<file path="src/rtl/brnch_pred_nbit_bht.sv">
// Dynamic branch predictor: 2**IDX_W-entry table of CTR_W-bit saturating counters.
// Define BRNCH_PRED_GSHARE_EN to XOR a non-speculative global history register into the index.
module brnch_pred_nbit_bht #(
  parameter int IDX_W      = 5,
  parameter int CTR_W      = 2,
  parameter int MISS_CNT_W = 16
) (
  input  logic                  clk,
  input  logic                  rst_n,
  input  logic                  if_is_branch,
  input  logic [IDX_W-1:0]      if_pc_idx,
  input  logic                  id_stall,
  input  logic                  id_actual_taken,
  output logic                  pred_taken,
  output logic                  flush,
  output logic [MISS_CNT_W-1:0] miss_cnt
);

  localparam int DEPTH = 2 ** IDX_W;
  localparam logic [CTR_W-1:0] CTR_INIT = CTR_W'((2 ** (CTR_W - 1)) - 1);

  function automatic logic [CTR_W-1:0] ctr_train(input logic [CTR_W-1:0] c,
                                                 input logic taken);
    if (taken) return (c == '1) ? c : c + CTR_W'(1);
    else       return (c == '0) ? c : c - CTR_W'(1);
  endfunction

  function automatic logic [MISS_CNT_W-1:0] miss_sat_inc(input logic [MISS_CNT_W-1:0] c);
    return (c == '1) ? c : c + MISS_CNT_W'(1);
  endfunction

  logic [CTR_W-1:0] ctr_tbl [DEPTH];
  logic [IDX_W-1:0] eff_idx;
  logic             res;
  logic             id_vld_p1;
  logic             id_pred_p1;
  logic [IDX_W-1:0] id_idx_p1;

`ifdef BRNCH_PRED_GSHARE_EN
  logic [IDX_W-1:0] ghr;

  always_ff @(posedge clk or negedge rst_n) begin
    if (!rst_n)   ghr <= '0;
    else if (res) ghr <= IDX_W'({ghr, id_actual_taken});
  end

  assign eff_idx = if_pc_idx ^ ghr;
`else
  assign eff_idx = if_pc_idx;
`endif

  // IF stage: lookup returns the pre-update counter on a same-index collision
  assign pred_taken = if_is_branch & ctr_tbl[eff_idx][CTR_W-1] & ~id_stall;

  // IF -> ID pipe register
  always_ff @(posedge clk or negedge rst_n) begin
    if (!rst_n) begin
      id_vld_p1  <= 1'b0;
      id_pred_p1 <= 1'b0;
      id_idx_p1  <= '0;
    end else if (!id_stall) begin
      id_vld_p1  <= if_is_branch & ~flush;
      id_pred_p1 <= pred_taken;
      id_idx_p1  <= eff_idx;
    end
  end

  // ID stage: resolve, flush, train
  assign res   = id_vld_p1 & ~id_stall;
  assign flush = res & (id_actual_taken != id_pred_p1);

  always_ff @(posedge clk or negedge rst_n) begin
    if (!rst_n) begin
      for (int i = 0; i < DEPTH; i++) ctr_tbl[i] <= CTR_INIT;
    end else if (res) begin
      ctr_tbl[id_idx_p1] <= ctr_train(ctr_tbl[id_idx_p1], id_actual_taken);
    end
  end

  always_ff @(posedge clk or negedge rst_n) begin
    if (!rst_n)     miss_cnt <= '0;
    else if (flush) miss_cnt <= miss_sat_inc(miss_cnt);
  end

endmodule

</file>
<file path="config.mk">
export PLATFORM = sky130hd
export DESIGN_NAME = brnch_pred_nbit_bht
export DESIGN_NICKNAME = d
export VERILOG_FILES = /design/src/rtl/brnch_pred_nbit_bht.sv
export SDC_FILE = /design/constraint.sdc
export NUM_CORES = 1
export LEC_CHECK = 0
export CAP_MARGIN = 20
export CORE_MARGIN = 8
export CORE_UTILIZATION = 30
export CTS_BUF_LIST = sky130_fd_sc_hd__clkbuf_4 sky130_fd_sc_hd__clkbuf_8
export DETAILED_ROUTE_END_ITERATION = 8
export GPL_TIMING_DRIVEN = 0
export PLACE_DENSITY_LB_ADDON = 0.2
export SYNTH_ARGS = -nofsm -noshare
export SYNTH_HDL_FRONTEND = slang
export SYNTH_SLANG_ARGS = --single-unit
</file>
<file path="constraint.sdc">
create_clock -name clk -period 6.6 [get_ports clk]
set_input_delay 1.32 -clock clk [delete_from_list [all_inputs] [get_ports clk]]
set_output_delay 1.32 -clock clk [all_outputs]
set_load 0.005 [all_outputs]
</file>
---- Word-level counts from Yosys, hierarchy flattened ----
Index checks and enable logic that the tools add are counted.
storage, ports and cells
  flip-flop bits (word level) ............. 87
  bits of input ports ..................... 10
  output and inout bits ................... 18
  word-level logic and storage cells ...... 71
cells by class
  $add $sub $neg .......................... 3
  order comparisons ....................... 3
  eq/ne operators ......................... 3
  muxes and demuxes ....................... 13
  bitwise operators ....................... 10
  reduce and logical (&&, ||, !) cells .... 3
operators by type and width
  kind                                                         count
  bitwise mux 64 bit                                           1
  binary-select mux 2 bit (select 5 bit)                       2
  2-to-1 mux 2 bit                                             9
  adder 16 x 1 -> 16 bit (second input constant)               1
  equality test 16 bit (second input constant)                 1
  greater-or-equal comparator 6 bit (second input constant)    2
  inverter 5 -> 6 bit                                          2
  demux 2 bit (select 5 bit)                                   1
  less-than comparator 6 x 1 -> 1 bit (second input constant)  1
  AND 1 bit                                                    5
  inverter 1 bit                                               3
  adder 2 x 1 -> 2 bit (second input constant)                 1
  equality test 2 bit (second input constant)                  1
  logical NOT 2 bit                                            1
  AND reduction 2 bit                                          1
  subtractor 2 x 1 -> 2 bit (second input constant)            1
  logical AND 1 bit                                            1
  inequality test 1 bit                                        1

---- Depth between registers and ports, before layout ----
Gate-level depths: netlist (run 1).
  depth in word-level cells ............... 9
  mapped depth ............................ 10
  gate-level depth less buffers ........... 6

---- Least setup slack after synthesis (run 1) ----
Ideal clock, no wire load.
  kind .................................... in2out
  from .................................... in if_pc_idx[0]
  to ...................................... out pred_taken
  arrival time ............................ 2.729 ns
  required time ........................... 5.280 ns
  path slack .............................. 2.551 ns
  cell stages on the path ................. 5
  path buffers ............................ 1
  cells stage by stage .................... buf_2 > mux4_2 > mux4_2 > mux2i_1 > nor2_1
on the way
  word-level cells in the longest chain between the ends .. 6
ends and longest elaborated chain
  element                                              RTL line  source
  start: declaration                                   11        input logic [IDX_W-1:0] if_pc_idx,
  inverter 5 -> 6 bit (implied by the code)            53        assign pred_taken = if_is_branch & ctr_tbl[eff_idx][CTR_W-1] & ~id_stall;
  binary-select mux 2 bit (select 5 bit)               53
  2-to-1 mux 2 bit (implied by the code) (2 in a row)  53
  AND 1 bit (2 in a row)                               53
  end: declaration                                     14        output logic pred_taken,
No other way between the ends. The select of a mux whose other input is x is not followed.

---- Worst setup path in the final report (run 1) ----
  from .................................... in if_pc_idx[1]
  to ...................................... out pred_taken
The elaborated chain is that of the path after synthesis.

==> results of run 1 <==
Yosys cell counts (all sizes together) (2+ instances only):
master,instances,area share
nand3,15,0.016
mux2,69,0.17
dfrtp,55,0.30
nand2b,4,0.0054
inv,4,0.0032
xor2,5,0.0094
buf,19,0.032
nor2,19,0.015
mux4,10,0.048
nor3,10,0.011
mux2i,33,0.071
a21oi,2,0.0021
dfstp,32,0.18
nand3b,6,0.0097
o221ai,10,0.019
and2,4,0.0054
o22ai,5,0.0067
clkbuf,3,0.0024
nand2,30,0.024
or3,3,0.0040
or3b,6,0.011
or2,3,0.0040
a22o,2,0.0038
nand4,3,0.0040
nor4,2,0.0027
xnor2,11,0.021
o21ai,3,0.0032
layer usage:
| metal | vias up | part of all wire | global-route usage |
|---|---|---|---|
| li1 | 1443 | - | - |
| met1 | 1603 | 0.48 | 0.171 |
| met3 | 16 | 0.053 | 0.0334 |
| met5 | - | 0 | 0 |
| met4 | 0 | 0.018 | 0.0571 |
| met2 | 74 | 0.45 | 0.194 |
metrics by stage:
step	util	power (mW)	area, sq um	std cells	worst slack (ns)
2_1_floorplan	-	1.01	4660	376	2.55
3_3_place_gp	0.338	1.14	5140	588	0.984
3_5_place_dp	0.340	1.16	5160	589	1.54
4_1_cts	0.358	1.66	5440	605	1.53
5_1_grt	0.358	1.73	5440	605	1.43
6_report	0.358	1.64	5440	605	1.52
final cells by class:
| cell class | instances | area [sq um] |
|---|---|---|
| plain buffers | 22 | 159 |
| clock buffers | 11 | 145 |
| clock inverters | 5 | 129 |
| fillers | 1533 | 9760 |
| inverters | 4 | 15.0 |
| multi-input cells | 263 | 2270 |
| flip-flops and latches | 87 | 2220 |
| well taps | 188 | 235 |
| repair buffers | 25 | 265 |
state kept, by name, summed over array words and instances (netlist names):
name / count
ctr_tbl: 64
miss_cnt: 16
id_idx_p1: 5
id_pred_p1: 1
id_vld_p1: 1
placed cells by master (no fill, tap or decap), types with 4 or more instances in the layout:
cell type,netlist,layout
xor2_1,5,5
nand3b_1,6,6
clkbuf_8,0,10
xnor2_1,11,11
nor2_1,19,19
buf_2,10,10
buf_6,8,8
clkdlybuf4s50_1,0,23
dfrtp_1,55,55
bufinv_16,0,4
nand2_1,30,30
or3b_2,6,6
mux2i_1,33,33
and2_1,4,4
o221ai_1,10,10
mux2_2,60,60
nor3_1,10,10
o22ai_1,5,5
dfstp_2,32,32
mux2_4,9,9
nand3_1,15,15
inv_1,4,4
nand2b_1,4,4
mux4_2,10,10
logic make-up (layout without fill, tap and decap cells):
group	Yosys count	after routing
mux	112	112
simple gates	108	108
flops	87	87
buf+inv	26	67
compound gates	25	25
xor+xnor	16	16
fa+ha+maj	2	2
power groups by stage:
stage	registers (mW)	clock network, mW	logic, mW
4_1_cts	0.757	0.517	0.391
6_report	0.757	0.499	0.386
3_5_place_dp	0.766	0	0.389
3_3_place_gp	0.761	0	0.383
5_1_grt	0.774	0.539	0.420
2_1_floorplan	0.740	0	0.267
worst max path at each step:
stage	start	end	slack (ns)	depth (start not counted)
floorplan	if_pc_idx[0]	pred_taken	2.55	5
global placement	rst_n	ctr_tbl[45]	0.98	1
detailed placement	if_pc_idx[1]	pred_taken	1.54	6
CTS	if_pc_idx[1]	pred_taken	1.53	6
global route	if_pc_idx[1]	pred_taken	1.43	6
finish	if_pc_idx[1]	pred_taken	1.52	6
==> results.yml, run 1 <==
worst_setup_path:
  r2r-end: "ctr_tbl[14]"
  path_max_fanout: 9
  r2r_setup_slack_ns: 3.73
  cpMostUsedCell: "mux4_2"
  cp_data_required_time_ns: 5.28
  worstSetupStartpointType: "primary input"
  r2r_start: "id_idx_p1[0]"
  slowest_stage: "clkbuf_1"
  endpoint_kind: "output pin"
  arrival_ns: 3.76
  criticalPathCategory: "primary input to output pin"
  crit_path_max_incr_delay_ns: 0.53
  path_cells: "clkbuf_1 > mux4_2 > mux4_2 > mux2i_1 > nor2_1 > clkdlybuf4s50_1"
  cp_top_family: "multiplexers"
  reg2reg_depth: 10
  critPathBufInv: 2
logic_synthesis:
  seq_area_frac_synth: 0.475
  synth.area.mux_share: 0.293
  synth_flop_cell: "dfrtp_1"
  synth_cells: 376
  avgSynthCellArea_sq_um: 12.4
  syn-cell-area_sq_um: 4660
  syn_nets: 387
  synthArstFlopShare: 1.00
  synth_xor_xnor_area_share: 0.0300
  synth-edff-count: 0
  synth_compound_area_frac: 0.0421
  ys_types: 39
  synth_top_family_by_area: "multiplexers"
  synthSimpleGateAreaFrac: 0.117
  synthAdderAreaFrac: 0.00510
  ys_ff_latch: 87
  synth_warnings: 0
pwr:
  pwr-share-comb: 0.235
  power.switching_mw: 0.459
  power_frac_clock: 0.304
  intPower_mw: 1.18
  power_density_nw_per_um2: 302
  peakVddDrop_mv: 0.109
  swShare: 0.279
  p_leak_nw: 2.28
  pwr-share-seq: 0.461
finish:
  area_delta_synth_final_pct: 16.6
  drive_gt1_frac: 0.381
  insertedDiodeCount: 0
  layout.nets: 423
sta:
  hold_ws_ns: 0.493
  maxSlewHeadroom: 0.481
  setup_violations: 0
  rsz0062_at_grt: "false"
  tightest_slew_ns: 0.772
  skew_ns: 0.00944
  fin_crit_sh: 0.770
  min_period_ns: 5.08
  fmax_mhz: 197
  hold_violations: 0
  slew_viol_final: 0
  setup_tns_ns: 0
floorplan:
  initial_core_util: 0.307
  die_y_um: 141
  ios: 28
  fp.dieArea_sq_um: 19800
  row_count: 45
  dieWidth_um: 141
  core_sq_um: 15200
grt:
  grt_pass1_vias: 3333
  grt_overflow: 0
  grt_max_degree: 47
  antenna_found_initial: 0
  grt_pass1_wl_um: 19400
  track_usage: 0.129
cts:
  clk_pin_slew_worst_paths_ns: 0.08
  numCtsBuffers: 9
  cts_root_buf: "clkbuf_8"
  cts.repair.resized: 0
  clkLatencyLatePin_ns: 0.37
  cts_tree: "done"
  cts_hold_buffers: 0
  cts.sink_count: 87
  post_cts_buffers: 0
  h-tree-depth: 3
  cts.path.max_buffers: 2
outcome:
  status: "complete, no violations"
route:
  route.antenna.remaining_nets: 0
  drt_iter0_drc: 252
  wl_per_cell_um: 20.2
  drc_errors: 0
  drt_first_pass_iters: 5
  num_vias: 3136
  avgViaCountPerCell: 5.18
  wl_um: 12200
min_path:
  hold_end: "miss_cnt[12]"
  worstHoldStart: "miss_cnt[12]"
  hold_path_depth: 1
  hp-class: "flip-flop to flip-flop"
placed_design:
  gp_congestion: 0.822
  hpwl_um: 8860
  portBuffers: 24
run:
  cap_violations: 0
Power figures use the tool's default switching activity.
==> inputs of run 2 (changes only) <==
==> constraint.sdc (replaced) <==
create_clock -name clk -period 4.82 [get_ports clk]
set_input_delay 0.964 -clock clk [delete_from_list [all_inputs] [get_ports clk]]
set_output_delay 0.964 -clock clk [all_outputs]
set_load 0.005 [all_outputs]
==> results of run 2 <==
Same layout as run 1 (identical final DEF). Status: complete, no violations.
Among the figures that moved: setup slack after placement 1.54 ns -> 0.470 ns; setup slack after layout 1.52 ns -> 0.451 ns; register-to-register setup slack 3.73 ns -> 1.95 ns; total power 1.64 mW -> 2.25 mW; worst IR drop on VDD 0.109 mV -> 0.149 mV
==> inputs of run 3 (changes only) <==
==> constraint.sdc (replaced) <==
create_clock -name clk -period 4.1 [get_ports clk]
set_input_delay 0.82 -clock clk [delete_from_list [all_inputs] [get_ports clk]]
set_output_delay 0.82 -clock clk [all_outputs]
set_load 0.005 [all_outputs]
==> run 3 against run 2 <==
Compared with the run above:
- final cell count unchanged
- die area unchanged
- total power up 18%
- sequential share of layout area about the same
- clock power up 18%
- via count down 0.57%
- wire length about the same
- global-route usage unchanged
- critical path depth unchanged
- clock-buffer cell count unchanged
==> results.yml, run 3 (synthesized netlist as in run 1, its figures left out) <==
pwr:
  power_density_nw_per_um2: 486
  power_mw: 2.65
  p_leak_nw: 2.28
  peakVddDrop_mv: 0.175
cts:
  clk_pin_slew_worst_paths_ns: 0.09
  cts_hold_buffers: 0
  cts.sink_count: 87
  numCtsBuffers: 9
  clkLatencyLatePin_ns: 0.37
  cts_root_buf: "clkbuf_8"
  cts_tree: "done"
  cts.path.max_buffers: 2
  h-tree-depth: 3
worst_setup_path:
  r2r_setup_slack_ns: 1.22
  path_max_fanout: 9
  cp-startpoint: "if_pc_idx[0]"
  criticalPathCategory: "primary input to output pin"
  r2r_start: "id_idx_p1[0]"
  cp_top_family: "multiplexers"
  crit_path_max_incr_delay_ns: 0.59
  cp_data_required_time_ns: 3.28
  critPathBufInv: 2
  worstSetupStartpointType: "primary input"
  path_cells: "buf_2 > mux4_2 > mux4_2 > mux2i_2 > nor2_1 > clkdlybuf4s50_1"
  slowest_stage: "mux4_2"
  arrival_ns: 3.10
  endpoint_kind: "output pin"
  cpMostUsedCell: "mux4_2"
route:
  avgViaCountPerCell: 5.15
  route.antenna.remaining_nets: 0
  drc_errors: 0
  drt_first_pass_iters: 5
  num_vias: 3118
  wl_um: 12200
  wl_per_cell_um: 20.2
  drt_iter0_drc: 271
placed_design:
  hpwl_um: 8860
  dp_slack_ns: 0.0383
  placed_area_sq_um: 5160
  place_inst: 589
  gp_congestion: 0.822
  portBuffers: 24
floorplan:
  fp.dieArea_sq_um: 19800
  ios: 28
  initial_core_util: 0.307
  row_count: 45
  dieWidth_um: 141
  core_sq_um: 15200
  die_y_um: 141
finish:
  reg.largest.list: "ctr_tbl: 64 flops, miss_cnt: 16 flops, id_idx_p1: 5 flops"
  area_delta_synth_final_pct: 16.7
  fin_util: 0.358
  layout.nets: 423
  insertedDiodeCount: 0
  largest_register_ffs: 64
  drive_gt1_frac: 0.386
  final_area_sq_um: 5440
  final_cell_mix: "60 x mux2_2, 55 x dfrtp_1, 32 x mux2i_1, 32 x dfstp_2, 30 x nand2_1"
  fin_cells: 605
  largest_register: "ctr_tbl"
  mostFrequentLayoutCell: "mux2_2"
sta:
  fin_ws_ns: 0.180
  setup_tns_ns: 0
  tightest_slew_ns: 0.787
  fin_crit_sh: 0.956
  maxSlewHeadroom: 0.471
  slew_viol_final: 0
  min_period_ns: 3.92
  setup_violations: 0
  hold_violations: 0
  fmax_mhz: 255
  hold_ws_ns: 0.440
  rsz0062_at_grt: "false"
  skew_ns: 0.0104
grt:
  grt_max_degree: 47
  antenna_found_initial: 0
  grt_pass1_wl_um: 19400
  grt_overflow: 0
  track_usage: 0.129
  grt_pass1_vias: 3333
outcome:
  status: "complete, no violations"
run:
  cap_violations: 0
min_path:
  hp-class: "primary input to asynchronous set/reset pin"
run 3: cell types whose count changed in the layout (fill, tap and decap cells not counted):
cell / before / now
clkbuf_1: 3 / 2
clkbuf_2: 0 / 1
mux2i_1: 33 / 32
mux2i_2: 0 / 1
run 3: cell type report:
type	count	area [sq um]
clock inverter	5	129
inverter	4	15.0
sequential	87	2220
fill	1533	9760
buffer	22	160
multi-input combinational	263	2280
timing repair buffer	25	265
clock buffer	11	145
tap	188	235
run 3: metal layers:
layer | wire length (um) | GRT usage | vias to the layer above
met2 | 5510 | 0.194 | 60
li1 | - | - | 1440
met1 | 5870 | 0.171 | 1602
met4 | 233 | 0.0571 | 0
met5 | 0 | 0 | -
met3 | 580 | 0.0334 | 16
run 3: worst paths after layout:
| check | end | cells after the start |
|---|---|---|
| max | pred_taken | 6 |
| min | ctr_tbl[19] | 1 |
| max reg2reg | ctr_tbl[14] | 10 |
| min reg2reg | miss_cnt[12] | 1 |
| max in group asynchronous | ctr_tbl[44] | 2 |
| min in group clk | miss_cnt[12] | 1 |
run 3: power breakdown:
| part | total (mW) | leakage, nW | internal, mW | switching [mW] |
|---|---|---|---|---|
| logic | 0.623 | 1.08 | 0.326 | 0.297 |
| registers | 1.22 | 1.07 | 1.09 | 0.129 |
| clock network | 0.805 | 0.137 | 0.491 | 0.314 |
run 3: timing repair:
action	4_1_cts	5_1_grt
setup buffers	0	0
endpoints found under the setup margin	0	1
endpoints found under the hold margin	0	0
resized for setup	0	3
